`src/rtl/mem_arb_pkg.sv`:
```
// Shared definitions for the memory port arbiter.
//   - WE encodings used on the requester and memory sides
//   - FSM state encoding for the arbiter
//   - nbytes(): access size in bytes for a given WE encoding
package mem_arb_pkg;

    // Bytes per memory word; the arbiter only supports 32-bit words.
    localparam int unsigned WORD_BYTES = 4;

    localparam logic [1:0] WE_READ = 2'b00;
    localparam logic [1:0] WE_WORD = 2'b01;
    localparam logic [1:0] WE_HALF = 2'b10;
    localparam logic [1:0] WE_BYTE = 2'b11;

    typedef enum logic [1:0] {
        StIdle   = 2'd0,
        StAccess = 2'd1,
        StResp   = 2'd2
    } arb_state_e;

    // Number of bytes touched by an access; reads always fetch a full word.
    function automatic logic [3:0] nbytes(input logic [1:0] we);
        logic [3:0] n;
        case (we)
            WE_WORD: n = 4'(WORD_BYTES);
            WE_HALF: n = 4'(WORD_BYTES / 2);
            WE_BYTE: n = 4'(WORD_BYTES / 4);
            default: n = 4'(WORD_BYTES);
        endcase
        return n;
    endfunction

endpackage

```
`src/rtl/mem_access_check.sv`:
```
// Combinational range check for one memory access.
// Ports:
//   we   - access type (read / word / half / byte write)
//   addr - byte address of the first byte touched
//   err  - 1 when any byte of the access lies at or beyond MEM_BYTES
module mem_access_check
    import mem_arb_pkg::*;
#(
    parameter int unsigned ADDR_WIDTH = 32,
    parameter int unsigned MEM_BYTES  = 256
) (
    input  logic [1:0]            we,
    input  logic [ADDR_WIDTH-1:0] addr,
    output logic                  err
);

    // One extra bit so an address near the top of the space cannot wrap
    // around and look in range.
    logic [ADDR_WIDTH:0] end_addr;

    always_comb begin
        end_addr = {1'b0, addr} + {{(ADDR_WIDTH - 3){1'b0}}, nbytes(we)};
        err      = end_addr > (ADDR_WIDTH + 1)'(MEM_BYTES);
    end

endmodule

```
`src/rtl/mem_port_arbiter.sv`:
```
// Round-robin arbiter sharing one byte-addressable data memory port between
// m0 (CPU load/store) and m1 (UART loader). One access at a time:
// IDLE (grant + latch command) -> ACCESS (memory cycle) -> RESP (ack pulse).
// Ports:
//   clk, rst                  - clock, synchronous active-high reset
//   m0_req/we/addr/wd         - m0 command, req held until m0_ack
//   m0_ack/rd/err             - m0 one-cycle completion, read data, range error
//   m1_*                      - same as m0_* for m1
//   mem_we/addr/wd            - memory write enable, address, write data
//   mem_rd                    - memory combinational read data
//   busy                      - 1 whenever the FSM is not idle
module mem_port_arbiter
    import mem_arb_pkg::*;
#(
    parameter int unsigned BYTE_SIZE  = 4,
    parameter int unsigned ADDR_WIDTH = 32,
    parameter int unsigned MEM_BYTES  = 256
) (
    input  logic                   clk,
    input  logic                   rst,

    input  logic                   m0_req,
    input  logic [1:0]             m0_we,
    input  logic [ADDR_WIDTH-1:0]  m0_addr,
    input  logic [BYTE_SIZE*8-1:0] m0_wd,
    output logic                   m0_ack,
    output logic [BYTE_SIZE*8-1:0] m0_rd,
    output logic                   m0_err,

    input  logic                   m1_req,
    input  logic [1:0]             m1_we,
    input  logic [ADDR_WIDTH-1:0]  m1_addr,
    input  logic [BYTE_SIZE*8-1:0] m1_wd,
    output logic                   m1_ack,
    output logic [BYTE_SIZE*8-1:0] m1_rd,
    output logic                   m1_err,

    output logic [1:0]             mem_we,
    output logic [ADDR_WIDTH-1:0]  mem_addr,
    output logic [BYTE_SIZE*8-1:0] mem_wd,
    input  logic [BYTE_SIZE*8-1:0] mem_rd,

    output logic                   busy
);

    localparam int unsigned DW = BYTE_SIZE * 8;

    arb_state_e            state_q;
    logic                  last_owner_q;  // 0 = m0, 1 = m1
    logic                  owner_q;
    logic [1:0]            cmd_we_q;
    logic [ADDR_WIDTH-1:0] cmd_addr_q;
    logic [DW-1:0]         cmd_wd_q;

    logic                  m0_ack_q, m1_ack_q;
    logic                  m0_err_q, m1_err_q;
    logic [DW-1:0]         m0_rd_q, m1_rd_q;

    logic                  grant_m1;
    logic                  acc_err;

    // m1 wins if it is the only requester, or on a tie when m0 was served last.
    assign grant_m1 = m1_req & (~m0_req | ~last_owner_q);

    mem_access_check #(
        .ADDR_WIDTH (ADDR_WIDTH),
        .MEM_BYTES  (MEM_BYTES)
    ) u_check (
        .we   (cmd_we_q),
        .addr (cmd_addr_q),
        .err  (acc_err)
    );

    always_ff @(posedge clk) begin
        if (rst) begin
            state_q      <= StIdle;
            last_owner_q <= 1'b1;
            owner_q      <= 1'b0;
            cmd_we_q     <= WE_READ;
            cmd_addr_q   <= '0;
            cmd_wd_q     <= '0;
            m0_ack_q     <= 1'b0;
            m1_ack_q     <= 1'b0;
            m0_err_q     <= 1'b0;
            m1_err_q     <= 1'b0;
            m0_rd_q      <= '0;
            m1_rd_q      <= '0;
        end else begin
            // Ack and err are single-cycle pulses; rd holds.
            m0_ack_q <= 1'b0;
            m1_ack_q <= 1'b0;
            m0_err_q <= 1'b0;
            m1_err_q <= 1'b0;

            unique case (state_q)
                StIdle: begin
                    if (m0_req || m1_req) begin
                        owner_q      <= grant_m1;
                        last_owner_q <= grant_m1;
                        cmd_we_q     <= grant_m1 ? m1_we   : m0_we;
                        cmd_addr_q   <= grant_m1 ? m1_addr : m0_addr;
                        cmd_wd_q     <= grant_m1 ? m1_wd   : m0_wd;
                        state_q      <= StAccess;
                    end
                end
                StAccess: begin
                    // Capture the pre-write memory contents; errors read as zero.
                    if (owner_q) begin
                        m1_ack_q <= 1'b1;
                        m1_err_q <= acc_err;
                        m1_rd_q  <= acc_err ? '0 : mem_rd;
                    end else begin
                        m0_ack_q <= 1'b1;
                        m0_err_q <= acc_err;
                        m0_rd_q  <= acc_err ? '0 : mem_rd;
                    end
                    state_q <= StResp;
                end
                StResp: begin
                    state_q <= StIdle;
                end
                default: begin
                    state_q <= StIdle;
                end
            endcase
        end
    end

    // Write enable is only live in ACCESS, and reset kills it in the same
    // cycle so an interrupted access cannot corrupt memory.
    always_comb begin
        mem_we = WE_READ;
        if (state_q == StAccess && !acc_err && !rst) begin
            mem_we = cmd_we_q;
        end
    end

    assign mem_addr = cmd_addr_q;
    assign mem_wd   = cmd_wd_q;

    // Reset during RESP cancels the ack that is already registered.
    assign m0_ack = m0_ack_q & ~rst;
    assign m1_ack = m1_ack_q & ~rst;
    assign m0_err = m0_err_q & ~rst;
    assign m1_err = m1_err_q & ~rst;
    assign m0_rd  = m0_rd_q;
    assign m1_rd  = m1_rd_q;

    assign busy = (state_q != StIdle);

endmodule

```
`config.mk`:
```
export PLATFORM = sky130hd
export DESIGN_NAME = mem_port_arbiter
export DESIGN_NICKNAME = d
export VERILOG_FILES = /design/src/rtl/mem_arb_pkg.sv /design/src/rtl/mem_access_check.sv /design/src/rtl/mem_port_arbiter.sv
export SDC_FILE = /design/constraint.sdc
export NUM_CORES = 1
export LEC_CHECK = 0
export CORE_ASPECT_RATIO = 2
export CORE_MARGIN = 8
export CORE_UTILIZATION = 45
export CTS_CLUSTER_DIAMETER = 80
export DETAILED_ROUTE_END_ITERATION = 8
export PLACE_DENSITY = 0.85
export SETUP_SLACK_MARGIN = 0.5
export SLEW_MARGIN = 5
export SYNTH_ARGS = -nofsm -noshare
export SYNTH_HDL_FRONTEND = slang
export SYNTH_SLANG_ARGS = --single-unit
```
`constraint.sdc`:
```
create_clock -name clk -period 6.2 [get_ports clk]
set_input_delay 1.55 -clock clk [delete_from_list [all_inputs] [get_ports clk]]
set_output_delay 1.55 -clock clk [all_outputs]
set_load 0.01 [all_outputs]
```
# [After elaboration in Yosys (flattened, before gate mapping)]
# Index checks and enable logic that the tools add are counted.
[totals] ff_bits=138 inputBits=168 out_inout_bits=135 word_cells=52
[classes] addsub=1 magnitude_cmp=1 n_eq_ne=4 mux=10 n_bitwise=11 reduce_logical=13
[ops] operator="$mux W32" count=3
[ops] operator="$add A32 B3 Y33" count=1
[ops] operator="$gt A33 B9 Y1 const B" count=1
[ops] operator="$mux W2" count=3
[ops] operator="$pmux W3 S2" count=1
[ops] operator="$reduce_and A2 Y1" count=3
[ops] operator="$reduce_or A3 Y1" count=2
[ops] operator="$and A1 B1 Y1" count=5
[ops] operator="$not A1 Y1" count=5
[ops] operator="$eq A2 B2 Y1 const B" count=2
[ops] operator="$pmux W2 S2" count=1
[ops] operator="$eq A2 B1 Y1 const B" count=1
[ops] operator="$logic_and A1 B1 Y1" count=2
[ops] operator="$logic_not A1 Y1" count=2
[ops] operator="$logic_not A2 Y1" count=1
[ops] operator="$mux W1" count=2
[ops] operator="$ne A2 B2 Y1 const B" count=1
[ops] operator="$reduce_bool A2 Y1" count=1
[ops] operator="$reduce_or A2 Y1" count=1
[ops] operator="$logic_or A1 B1 Y1" count=1
[ops] operator="$or A1 B1 Y1" count=1

# [Logic depth before layout (Yosys ltp)]
[logic_depth] word_depth=8 ltp_mapped=13 mapped_depth_nobuf=10

# [Modules after synthesis]
# A second synthesis with hierarchy kept.
[hier_totals] cells_unflattened=865 hier_area_um2=6959.2
[by_module_without_submodules] mod="mem_port_arbiter" n_inst=1 cells_per_inst=722 area_each_um2=6030.8 seq_area_each_um2=2762.6
[by_module_without_submodules] mod="mem_access_check" n_inst=1 cells_per_inst=143 area_each_um2=928.4 seq_area_each_um2=0.0

# [Worst setup path before layout]
# OpenSTA, ideal clock, no wires.
[synth_path] path_type="reg-to-output" startpoint="reg cmd_we_q[0]" endpoint="out mem_we[0]" t_arrival_ps=3083 required_time_ps=4650 setup_slack_ps=1567 path_stages_with_launch=13 path_buffers=2 cell_sequence="dfxtp_1 > and2_1 > ha_1 > fa_1 > a21o_1 > or4b_2 > o41ai_1 > a41oi_1 > o31ai_1 > buf_2 > buf_2 > nand2_1 > nor3_2"
[synth_via] elab_chain_cells=8 word_cells_on_any_way=9 classes_between="1 x add/sub; 1 x order compare; 2 x eq/ne; 2 x mux; 3 x reduce/logical"
[synth_lines] item="from (decl)" line="mem_port_arbiter.sv:51" text="logic [1:0] cmd_we_q;"
[synth_lines] item="from (signal assigned)" line="mem_port_arbiter.sv:100" text="cmd_we_q <= grant_m1 ? m1_we : m0_we;"
[synth_lines] item="$eq A2 B2 Y1" line="mem_arb_pkg.sv:24" text="case (we)"
[synth_lines] item="$pmux W3 S2" line="mem_arb_pkg.sv:24"
[synth_lines] item="$add A32 B3 Y33" line="mem_access_check.sv:22" text="end_addr = {1'b0, addr} + {{(ADDR_WIDTH - 3){1'b0}}, nbytes(we)};"
[synth_lines] item="$gt A33 B9 Y1" line="mem_access_check.sv:23" text="err = end_addr > (ADDR_WIDTH + 1)'(MEM_BYTES);"
[synth_lines] item="$logic_not A1 Y1" line="mem_port_arbiter.sv:133" text="if (state_q == StAccess && !acc_err && !rst) begin"
[synth_lines] item="$logic_and A1 B1 Y1 (2 in series)" line="mem_port_arbiter.sv:133"
[synth_lines] item="$mux W2 (*)" line="mem_port_arbiter.sv:133"
[synth_lines] item="to (decl)" line="mem_port_arbiter.sv:38" text="output logic [1:0] mem_we,"
# Every way passes the cells marked *; elsewhere a longest branch is shown, timed or not.

# [Worst setup path in the final report]
[layout_path] startpoint="reg cmd_we_q[0]" endpoint="out mem_we[1]"
[layout_via] elab_chain_cells=8 word_cells_on_any_way=9 classes_between="1 x add/sub; 1 x order compare; 2 x eq/ne; 2 x mux; 3 x reduce/logical"
[layout_lines] item="$eq A2 B2 Y1" line="mem_arb_pkg.sv:24"
[layout_lines] item="$pmux W3 S2 (*)" line="mem_arb_pkg.sv:24"
[layout_lines] item="$add A32 B3 Y33 (*)" line="mem_access_check.sv:22"
[layout_lines] item="$gt A33 B9 Y1 (*)" line="mem_access_check.sv:23"
[layout_lines] item="$logic_not A1 Y1 (*)" line="mem_port_arbiter.sv:133"
[layout_lines] item="$logic_and A1 B1 Y1 (*) (2 in series)" line="mem_port_arbiter.sv:133"
[layout_lines] item="$mux W2 (*)" line="mem_port_arbiter.sv:133"
# Marks and branches as above.

==> impl_metrics.py <==
metrics = {
    "drt": {
        "vias": 6883,
        "drtIter0Drc": 370,
        "wl_um": 23600,
        "ant_nets": 0,
        "wl_per_cell_um": 19.4,
        "first_pass_iters": 4,
        "drc": 0,
        "vias_per_cell": 5.65,
    },
    "die": {
        "io_pins": 303,
        "die_x_um": 101,
        "die_height_um": 185,
        "dieArea_um2": 18700,
        "rows": 62,
        "core_um2": 14200,
        "initial_core_util_pct": 45.5,
    },
    "pwr": {
        "vdd.ir_drop.worst_v": 0.000189,
        "power_leakage_uw": 0.00356,
        "pwr_density_cell_nw_per_um2": 251,
    },
    "synthesis": {
        "synth_edf_count": 0,
        "ys_top_cells_by_count": "dfxtp_1, nor2_1, nand2_1",
        "synth-async-reset-ratio_pct": 0,
        "synthCells": 750,
        "ys_seq_elements": 138,
        "synth_top_area_share_pct": 42.8,
        "yosysWarningCount": 0,
        "yosysTopAreaCell": "dfxtp_1",
        "synth_fp_nets": 922,
        "synthesis.area_um2": 6460,
        "synth.distinct_cells": 57,
        "ys.flop_type": "dfxtp_1",
        "synth.area.top_cells": "dfxtp_1, mux2i_1, a211oi_1",
        "synth_area_per_cell_um2": 8.61,
        "post-synth-top-count-cell": "dfxtp_1",
        "ys_seq_area_share_pct": 42.8,
    },
    "sta": {
        "min_period_ps": 5150,
        "slew_viol_final": 0,
        "worst_pin_slew_ps": 1010,
        "slew_headroom_pct": 32.5,
        "rsz0062_at_grt": "false",
        "tns_ps": 0,
        "finalSetupViolations": 0,
        "max_freq_mhz": 194,
        "clock_skew_ps": 13.9,
        "timing_hold_violations_final": 0,
        "min_period_over_period_pct": 83.0,
    },
    "critical_path": {
        "cp-start-kind": "flip-flop",
        "crit_type": "reg -> out",
        "critPathMaxFanout": 8,
        "reg2reg_to": "m1_rd[0]",
        "critPathCaptureType": "output pin",
        "crit_required_ps": 4650,
        "critPathMaxStageDelay_ps": 630,
        "slowest_stage": "or4b_2",
        "cp_data_arrival_time_ps": 3600,
        "crit_chain": "and2_1 -> ha_1 -> fa_1 -> a21o_1 -> or4b_2 -> o41ai_1 -> a41oi_1 -> o31ai_4 -> nand2_1 -> nor3_2 -> dlymetal6s2s_1",
        "r2r-start": "cmd_we_q[0]",
        "r2r_slack_ps": 2600,
        "r2r_cells": 11,
    },
    "worst_hold_path": {
        "min_from": "m1_rd[22]",
        "min_to": "m1_rd[22]",
        "hp-class": "reg -> reg",
        "hold_depth": 2,
    },
    "global_routing": {
        "grt_pass1_wl_um": 36700,
        "grt_pass1_vias": 7090,
        "grt_max_degree": 77,
        "antenna_found_initial": 0,
        "grt_usage_pct": 24.9,
        "grt_overflow_total": 0,
    },
    "clock_network": {
        "cts-hold-fix-buffers": 0,
        "path_clk_slew_ps": 70,
        "cts_root_buf": "clkbuf_16",
        "cts_tree": "done",
        "cts-resized-gates": 0,
        "cts_sinks": 138,
        "clk_latency_ps": 420,
        "cts_buffers": 17,
        "postCtsSetupRepairBufs": 0,
        "cts_buffer_depth": 2,
        "ctsHtreeMaxLevel": 4,
    },
    "layout": {
        "area_growth_pct": 57.4,
        "antennaDiodeCount": 0,
        "drive_above_1_share_pct": 6.04,
        "fin_cells": 1219,
        "nets": 1186,
    },
    "place": {
        "place.gp.congestion": 0.863,
        "dp.cells": 1187,
        "hpwlAfterDp_um": 17800,
        "io_buffers": 302,
    },
    "flow_run": {
        "max-cap-violations": 0,
    },
    "outcome": {
        "outcome": "finished, final reports clean",
    },
}
-- per-layer routing --
| metal | GRT usage (%) | up-vias | share of wire (%) |
|---|---|---|---|
| met3 | 11.5 | 40 | 13 |
| met1 | 26.9 | 3167 | 37 |
| li1 | - | 3303 | - |
| met5 | 0 | - | 0 |
| met4 | 10.9 | 0 | 3.0 |
| met2 | 40.6 | 373 | 47 |
-- layout make-up --
| type | instances | area [µm²] |
|---|---|---|
| clock buffer | 18 | 429 |
| clock inverter | 14 | 154 |
| fill | 1085 | 4030 |
| inverter | 8 | 30.0 |
| multi-input combinational | 536 | 3430 |
| sequential | 138 | 2760 |
| tap | 192 | 240 |
| timing repair buffer | 313 | 3120 |
-- state kept, by name (all words and copies together), names as in the netlist --
signal and count:
m0_err_q 1, m0_rd 32, m0_ack_q 1, mem_wd 32
owner_q 1, cmd_we_q 2, m1_rd 32, last_owner_q 1
state_q 2, m1_err_q 1, m1_ack_q 1, mem_addr 32
-- where the power goes --
group          switching, µW  internal, µW  total, µW  leakage [µW]
combinational            275           278        553       0.00215
sequential              63.9           941       1000       0.00113
clock                    425           569        993      0.000279
total                    764          1790       2550       0.00356
-- worst max-delay path by stage --
stage	from	endpoint	slack [ps]	depth (start not counted)
5_1_grt	cmd_we_q[0]	mem_we[1]	850	11
2_1_floorplan	cmd_we_q[0]	mem_we[0]	1570	12
3_5_place_dp	cmd_we_q[0]	mem_we[1]	1030	11
6_report	cmd_we_q[0]	mem_we[1]	1050	11
3_3_place_gp	cmd_we_q[0]	mem_we[1]	1130	11
4_1_cts	cmd_we_q[0]	mem_we[1]	590	11
-- worst max-delay path, delay by kind of cell, from the launching register on --
| family | cells | cell delay (ps) |
|---|---|---|
| flip-flops | 1 | 320 |
| AND/OR/NAND/NOR | 4 | 1220 |
| buffers and inverters | 1 | 240 |
| AO/OA/AOI/OAI | 4 | 770 |
| adder cells (fa/ha/maj) | 2 | 630 |
-- through the flow --
| step | instance area, µm² | utilization (%) | setup WS (ps) | total power (µW) | hold WS, ps |
|---|---|---|---|---|---|
| floorplan | 6460 | - | 1570 | 1280 | 470 |
| global placement | 9580 | 67.5 | 1130 | 1560 | 432 |
| detailed placement | 9580 | 67.5 | 1030 | 1570 | 438 |
| CTS | 10200 | 71.6 | 586 | 2560 | 447 |
| global route | 10200 | 71.6 | 854 | 2660 | 461 |
| finish | 10200 | 71.6 | 1050 | 2550 | 445 |
-- cells by family after synthesis --
family	share of synthesized area [%]
AOI/OAI and AO/OA	17.6
xor gates and xnor gates	1.22
adders and majority gates	0.891
buffers and inverters	5.02
DFF	42.8
muxes	10.2
and+or+nand+nor	22.3
-- cell usage in the layout (no fill, tap or decap), types with 4 or more instances in the layout --
| cell type | count |
|---|---|
| xnor2_1 | 6 |
| clkbuf_16 | 17 |
| nand3_1 | 7 |
| nand2_1 | 76 |
| a21oi_1 | 4 |
| or4_1 | 4 |
| mux2i_1 | 66 |
| and2_1 | 5 |
| and4_1 | 5 |
| o21ai_0 | 29 |
| o31ai_1 | 4 |
| clkdlybuf4s50_1 | 299 |
| buf_4 | 10 |
| a211oi_1 | 67 |
| nor2_1 | 77 |
| o21ai_1 | 39 |
| inv_6 | 5 |
| nand4_1 | 74 |
| inv_1 | 8 |
| nor2b_1 | 5 |
| dfxtp_1 | 138 |
| nor4_1 | 4 |
| and3_1 | 5 |
No activity file was read; power rests on OpenSTA's default activity.
